===== src/rtl/led_seq_ctrl.sv =====
// Round-robin scheduler for a shared LED bank: grants one requester a fixed
// slot of prescaled step ticks and rotates its captured pattern left each tick.
module led_seq_ctrl #(
    parameter int WIDTH      = 12,
    parameter int NREQ       = 3,
    parameter int PRESCALE   = 4,
    parameter int SLOT_STEPS = 12,
    localparam int CW        = (SLOT_STEPS > 1) ? $clog2(SLOT_STEPS) : 1
) (
    input  logic                   clk,
    input  logic                   rst_n,
    input  logic [NREQ-1:0]        req,
    input  logic [NREQ*WIDTH-1:0]  pat_in,
    output logic [WIDTH-1:0]       leds,
    output logic [NREQ-1:0]        grant,
    output logic                   busy,
    output logic                   step,
    output logic [CW-1:0]          step_cnt
);

    localparam int PW = $clog2(PRESCALE);
    localparam int IW = (NREQ > 1) ? $clog2(NREQ) : 1;

    typedef enum logic {
        IDLE,
        RUN
    } state_t;

    state_t           state_q, state_d;
    logic [WIDTH-1:0] leds_q, leds_d;
    logic [NREQ-1:0]  grant_q, grant_d;
    logic             step_q, step_d;
    logic [CW-1:0]    cnt_q, cnt_d;
    logic [PW-1:0]    pre_q, pre_d;
    logic [IW-1:0]    ptr_q, ptr_d;

    logic             win_found;
    logic [IW-1:0]    win_idx;
    logic [IW-1:0]    cand;
    logic [WIDTH-1:0] win_pat;
    logic             tick;
    logic             last_step;
    logic             owner_req;
    logic             load;

    // Round-robin search starting one past the last owner.
    always_comb begin
        win_found = 1'b0;
        win_idx   = '0;
        cand      = '0;
        for (int unsigned i = 1; i <= NREQ; i++) begin
            cand = IW'((32'(ptr_q) + i) % NREQ);
            if (!win_found && req[cand]) begin
                win_found = 1'b1;
                win_idx   = cand;
            end
        end
        win_pat = pat_in[int'(win_idx)*WIDTH +: WIDTH];
    end

    assign tick      = (pre_q == PW'(PRESCALE - 1));
    assign last_step = (cnt_q == CW'(SLOT_STEPS - 1));
    assign owner_req = req[ptr_q];

    always_comb begin
        state_d = state_q;
        leds_d  = leds_q;
        grant_d = grant_q;
        step_d  = 1'b0;
        cnt_d   = cnt_q;
        pre_d   = pre_q;
        ptr_d   = ptr_q;
        load    = 1'b0;

        case (state_q)
            IDLE: begin
                leds_d  = '0;
                grant_d = '0;
                cnt_d   = '0;
                pre_d   = '0;
                load    = win_found;
            end
            RUN: begin
                pre_d = tick ? '0 : pre_q + 1'b1;
                if (tick) begin
                    step_d = 1'b1;
                    if (!last_step && owner_req) begin
                        leds_d = {leds_q[WIDTH-2:0], leds_q[WIDTH-1]};
                        cnt_d  = cnt_q + 1'b1;
                    end else if (win_found) begin
                        load = 1'b1;
                    end else begin
                        state_d = IDLE;
                        leds_d  = '0;
                        grant_d = '0;
                        cnt_d   = '0;
                        pre_d   = '0;
                    end
                end
            end
            default: state_d = IDLE;
        endcase

        // A new grant, from IDLE or back-to-back at slot end, restarts the slot.
        if (load) begin
            state_d = RUN;
            grant_d = NREQ'(1) << win_idx;
            leds_d  = win_pat;
            cnt_d   = '0;
            pre_d   = '0;
            ptr_d   = win_idx;
        end
    end

    always_ff @(posedge clk or negedge rst_n) begin
        if (!rst_n) begin
            state_q <= IDLE;
            leds_q  <= '0;
            grant_q <= '0;
            step_q  <= 1'b0;
            cnt_q   <= '0;
            pre_q   <= '0;
            ptr_q   <= IW'(NREQ - 1);
        end else begin
            state_q <= state_d;
            leds_q  <= leds_d;
            grant_q <= grant_d;
            step_q  <= step_d;
            cnt_q   <= cnt_d;
            pre_q   <= pre_d;
            ptr_q   <= ptr_d;
        end
    end

    assign leds     = leds_q;
    assign grant    = grant_q;
    assign busy     = (state_q == RUN);
    assign step     = step_q;
    assign step_cnt = cnt_q;

endmodule


===== config.mk =====
export PLATFORM = sky130hd
export DESIGN_NAME = led_seq_ctrl
export DESIGN_NICKNAME = d
export VERILOG_FILES = /design/src/rtl/led_seq_ctrl.sv
export SDC_FILE = /design/constraint.sdc
export NUM_CORES = 1
export LEC_CHECK = 0
export ABC_AREA = 1
export CAP_MARGIN = 15
export CORE_MARGIN = 1
export CORE_UTILIZATION = 46
export DETAILED_ROUTE_END_ITERATION = 7
export PLACE_DENSITY = 0.8
export SYNTH_ARGS = -nofsm -noshare
export SYNTH_HDL_FRONTEND = slang
export SYNTH_SLANG_ARGS = --single-unit

===== constraint.sdc =====
create_clock -name clk -period 2.3 [get_ports clk]
set_input_delay 0.345 -clock clk [delete_from_list [all_inputs] [get_ports clk]]
set_output_delay 0.345 -clock clk [all_outputs]
set_load 0.005 [all_outputs]

==> results.sh <==
export IMPL_yosys_cell_types_count=30
export IMPL_worstRegToRegCells=15
export IMPL_worst_setup_path_end_kind="flip-flop"
export IMPL_wirelength_um=4740
export IMPL_yosys_warnings=0
export IMPL_fin_crit_sh_pct=93.0
export IMPL_numPortBuffers=61
export IMPL_hold_class="input pin to async pin"
export IMPL_tightest_slew_ns=0.433
export IMPL_grt_pass1_vias=1768
export IMPL_clock_sinks=25
export IMPL_cts_buffers=3
export IMPL_power_density_nw_per_um2=1380
export IMPL_drtPass1Iterations=4
export IMPL_layout_drive_gt1_share_pct=16.9
export IMPL_layout_min_cycle_time_ns=2.14
export IMPL_cts_clk_slew_worst_paths_ns=0.09
export IMPL_critPathLaunchType="flip-flop"
export IMPL_fp_dieW_um=66.1
export IMPL_peakVddDrop_mv=0.558
export IMPL_core_area_um2=3800
export IMPL_final_antenna_net_count=0
export IMPL_cp_max_fo=8
export IMPL_critical_path_n_buffers_inverters=2
export IMPL_die_area_um2=4360
export IMPL_r2r_end="leds[11]"
export IMPL_syn_instance_count=269
export IMPL_crit_type="flip-flop to flip-flop"
export IMPL_seq_area_frac_synth_pct=33.2
export IMPL_wl_per_cell_um=12.5
export IMPL_worst_path_max_delay_cell="dfstp_2"
export IMPL_pin_count=62
export IMPL_drcViolationCount=0
export IMPL_cap_viol_max_count=0
export IMPL_fin_cells=379
export IMPL_syn_area_per_cell_um2=7.02
export IMPL_clkLatencyLatePin_ns=0.27
export IMPL_crit_path_frequent_cell="nand2_1"
export IMPL_grt_antenna_before_repair=0
export IMPL_slew_viol_final=0
export IMPL_ff2ff_setup_slack_ns=0.16
export IMPL_cp_required_ns=2.50
export IMPL_r2r_start="ptr_q[1]"
export IMPL_max_freq_ghz=0.468
export IMPL_cts_root_buf="clkbuf_8"
export IMPL_gp_congestion=0.890
export IMPL_dieHeight_um=66.1
export IMPL_vias=1891
export IMPL_rsz0062_at_grt="yes"
export IMPL_rows=22
export IMPL_p_leak_nw=1.25
export IMPL_status="finished, final reports clean"
export IMPL_netlist_area_um2=1890
export IMPL_post_dp_cell_area_um2=2540
export IMPL_initial_core_util_pct=49.7
export IMPL_antenna_cells=0
export IMPL_viasPerCell=4.99
export IMPL_ys_ff_latch=25
export IMPL_dp_hpwl_um=3660
export IMPL_place_inst=374
export IMPL_final_nets=379
export IMPL_areaGrowthSynthToFinish_pct=38.5
export IMPL_first_iter_violations=103
export IMPL_tns_ns=0
export IMPL_track_usage_pct=23.5
export IMPL_layout_setup_ws_ns=0.161
export IMPL_crit_path_max_incr_delay_ns=0.54
export IMPL_skew_ns=0.00146
export IMPL_setup_viol=0
export IMPL_finish_utilization_pct=68.8
export IMPL_grt_max_degree=29
export IMPL_cts_tree="yes"
export IMPL_critPathTopFamily="simple AND/OR/NAND/NOR gates"
export IMPL_final_area_um2=2620
export IMPL_clk_path_buf_depth=2
export IMPL_synth_fp_nets=316
export IMPL_hold_viol_final=0
export IMPL_grt_overflow_total=0
export IMPL_relSlewSlack_pct=71.1
export IMPL_arrival_ns=2.34
export IMPL_h_tree_depth=1
export IMPL_dp_slack_ns=0.0150
export IMPL_path_cells="inv_1, ha_2, inv_2, nand2_1, nand3_1, nand2_2, nand3_2, nor2_2, nor2_4, nand2_4, nor2_8, nand2_1, nand2_1, nor2_1, nor2_1"
export IMPL_grt_pass1_wl_um=7820
## how the worst max path moves through the flow
stage               slack [ns]     start        to  cells after the start
finish                    0.16  ptr_q[1]  leds[11]                     15
detailed placement        0.02  ptr_q[0]   leds[7]                     12
global placement          0.08  ptr_q[0]   leds[7]                     14
CTS                       0.09  ptr_q[0]   leds[7]                     14
global route             -0.01  ptr_q[0]   leds[7]                     14
floorplan                 0.39  ptr_q[0]  leds[11]                     16
## state kept, by name, summed over array words and instances, names as in the netlist
register / cells
busy: 1
ptr_q: 2
leds: 12
step: 1
step_cnt: 4
pre_q: 2
grant: 3
## where the power goes
group	leakage (nW)	internal [W]	switching [W]
combinational	0.932	0.00105	0.00149
sequential	0.299	0.000649	0.000139
clock	0.0217	0.000123	0.000144
total	1.25	0.00182	0.00178
## per-layer routing
| layer | vias up | global-route usage [%] | wire [um] |
|---|---|---|---|
| li1 | 960 | - | - |
| met1 | 869 | 30.4 | 2060 |
| met2 | 58 | 39.9 | 2330 |
| met3 | 4 | 5.52 | 290 |
| met4 | 0 | 4.26 | 60 |
| met5 | - | 0 | 0 |
## cells in the final DEF, fill, tap and decap left out, types with 2 or more instances in the layout
| cell | Yosys | routed |
|---|---|---|
| nand2_1 | 75 | 75 |
| clkdlybuf4s50_1 | 0 | 61 |
| inv_1 | 35 | 35 |
| nand3_1 | 29 | 29 |
| dfrtp_1 | 24 | 24 |
| nor2_1 | 23 | 22 |
| nand2_2 | 9 | 9 |
| a21oi_1 | 9 | 9 |
| inv_2 | 8 | 8 |
| nand2_4 | 5 | 5 |
| o21ai_0 | 5 | 5 |
| nor2_2 | 4 | 5 |
| nand3_2 | 4 | 4 |
| nor2_4 | 4 | 4 |
| nor3_1 | 4 | 4 |
| a21oi_2 | 4 | 4 |
| ha_1 | 6 | 4 |
| o31ai_1 | 3 | 3 |
| clkbuf_8 | 0 | 3 |
| buf_4 | 0 | 3 |
| nand4_1 | 2 | 2 |
| or2_2 | 2 | 2 |
## cells by family after synthesis
logic type,synth area share (%)
buf+inv,10.6
flops,33.2
fa+ha+maj,3.98
simple gates,43.8
compound gates,8.42
## metrics by stage
stage | total power, W | hold WS [ns]
after floorplan | 0.00254 | 0.0494
after global placement | 0.00323 | 0.421
after detailed placement | 0.00327 | 0.432
after CTS | 0.00356 | 0.443
after global routing | 0.00395 | 0.456
final | 0.00360 | 0.430
## cell type report
type	count	area, um^2
clock buffer	3	41.3
fill	346	1180
clock inverter	1	7.51
tap	48	60.1
timing repair buffer	64	633
sequential	25	627
inverter	44	168
multi-input combinational	194	1080
## worst register-to-register path: cells and delay by family (launching register included)
family	cells	cell delay [ns]
DFF	1	0.54
buffers and inverters	2	0.19
adders and majority gates	1	0.22
and+or+nand+nor	12	1.12
## cell usage after synthesis
| library cell | number | area, um^2 |
|---|---|---|
| a21oi_1 | 9 | 45.0 |
| nor2_1 | 23 | 86.3 |
| o31ai_1 | 3 | 22.5 |
| buf_6 | 1 | 11.3 |
| nor2_8 | 1 | 20.0 |
| nand2_2 | 9 | 56.3 |
| a31o_2 | 1 | 8.76 |
| nand3_2 | 4 | 40.0 |
| a21oi_2 | 4 | 35.0 |
| a31oi_1 | 1 | 6.26 |
| nand2_8 | 1 | 20.0 |
| nand2_4 | 5 | 56.3 |
| nor2_2 | 4 | 25.0 |
| dfrtp_1 | 24 | 601 |
| inv_1 | 35 | 131 |
| and3_1 | 1 | 6.26 |
| inv_4 | 1 | 6.26 |
| clkbuf_1 | 3 | 11.3 |
| inv_2 | 8 | 30.0 |
| ha_1 | 6 | 75.1 |
| dfstp_2 | 1 | 26.3 |
| buf_2 | 2 | 10.0 |
| nand3_1 | 29 | 145 |
| nor2_4 | 4 | 45.0 |
| nand2_1 | 75 | 282 |
| or2_2 | 2 | 12.5 |
| nor3_1 | 4 | 20.0 |
| o21ai_0 | 5 | 25.0 |
| nand4_1 | 2 | 12.5 |
| o21ai_4 | 1 | 16.3 |
## timing repair
action,4_1_cts,5_1_grt
buffers inserted,0,1
endpoints found under the hold margin,0,0
resized for setup,1,3
hold buffers,0,0
pin swaps,0,2
endpoints found under the setup margin,1,12
No activity file was read; power rests on OpenSTA's default activity.
==> RTL change, RTL diff (config.mk and constraints unchanged) <==
Change the parameter `WIDTH` from 12 to 18.
--- a/src/rtl/led_seq_ctrl.sv
+++ b/src/rtl/led_seq_ctrl.sv
@@ -1,7 +1,7 @@
 // Round-robin scheduler for a shared LED bank: grants one requester a fixed
 // slot of prescaled step ticks and rotates its captured pattern left each tick.
 module led_seq_ctrl #(
-    parameter int WIDTH      = 12,
+    parameter int WIDTH      = 18,
     parameter int NREQ       = 3,
     parameter int PRESCALE   = 4,
     parameter int SLOT_STEPS = 12,
Ports: changed (resized leds and pat_in); port bits go from 62 to 86. No check against the original RTL was run, so the function may have changed too.
==> RTL change against the unedited design <==
  * Clock skew increased by 0.0023 ns
  * Critical path depth decreased by 4
  * Combinational power increased by 39%
  * Cell area increased by 25%
  * Worst setup slack got worse by 0.0040 ns
  * Sequential cell count increased by 6
  * Power increased by 38%
  * Routed wire length increased by 32%
  * Synthesized area increased by 14%
  * Core utilization increased by 5.2 points
  * Critical path type unchanged
  * Critical endpoint unchanged
==> RTL change: results (changes against the unedited design) <==
* Wl on met1 at 2769 um (was 2056 um)
* Port bufs at 85 (was 61)
* R2R depth at 11 (was 15)
* P_seq at 1.02 mW (was 0.789 mW)
* PwrDens at 1514 mW/mm2 (was 1375 mW/mm2)
* Status: finished, final reports clean (unchanged)
* Worst vdd ir at 0.7545 mV (was 0.5578 mV)
* DRT iter0 DRCs at 124 (was 103)
* TritonCTS buffer count at 5 (was 3)
* Setup WS pre-CTS at -0.008024 ns (was 0.01505 ns)
* Clock Skew at 0.003754 ns (was 0.001459 ns)
* Placed Cells at 459 (was 374)
* Crit-path max cell delay at 0.56 ns (was 0.54 ns)
* GR Util All Layers at 26.44% (was 23.46%)
* Internal power at 2.594 mW (was 1.818 mW)
* Mapped Nets at 383 (was 316)
* Placed cell areas at 0.003147 mm2 (was 0.002541 mm2)
* Met3 global-route usage at 4.329% (was 5.517%)
* Synth top cells by count: nand2_1, nand3_1, inv_1, dfrtp_1, nor2_1 (was nand2_1, inv_1, nand3_1, dfrtp_1, nor2_1)
* GR Util met2 at 44.55% (was 39.92%)
* Met2 WL at 3058 um (was 2328 um)
* Leakage Power at 1.593 nW (was 1.253 nW)
* GPL Wtd Cong at 0.8229 (was 0.8900)
* Seq/Total Area, Yosys at 36.08% (was 33.20%)
* First-pass GRT wire length at 10420 um (was 7824 um)
* Via-per-instance ratio at 5.226 (was 4.989)
* Nets at 480 (was 379)
* M1 GR Usage at 34.55% (was 30.41%)
* Combinational power share at 71.3% (was 70.7%)
-- RTL change: final cells by class --
cell class	instances	area, um2
timing repair buffer	102	1011
fill	392	1145
clock buffer	7	76.32
sequential	31	777.0
tap	52	65.06
multi-input combinational	237	1192
inverter	38	142.6
clock inverter	1	5.005
-- RTL change: what timing repair did --
item | CTS | global route
gates resized for setup | 0 | 13
endpoints found under the hold margin | 0 | 0
setup endpoints to repair | 0 | 18
buffers inserted | 0 | 1
-- RTL change: how the worst min path moves through the flow --
stage / slack [ns] / from / to / cells past startpoint
after floorplan: 0.05 / rst_n / busy / 0
after global placement: 0.42 / pre_q[0] / pre_q[0] / 1
after detailed placement: 0.43 / pre_q[0] / pre_q[0] / 1
after CTS: 0.44 / pre_q[0] / pre_q[0] / 1
after global routing: 0.44 / pre_q[0] / pre_q[0] / 1
final: 0.44 / pre_q[0] / pre_q[0] / 1
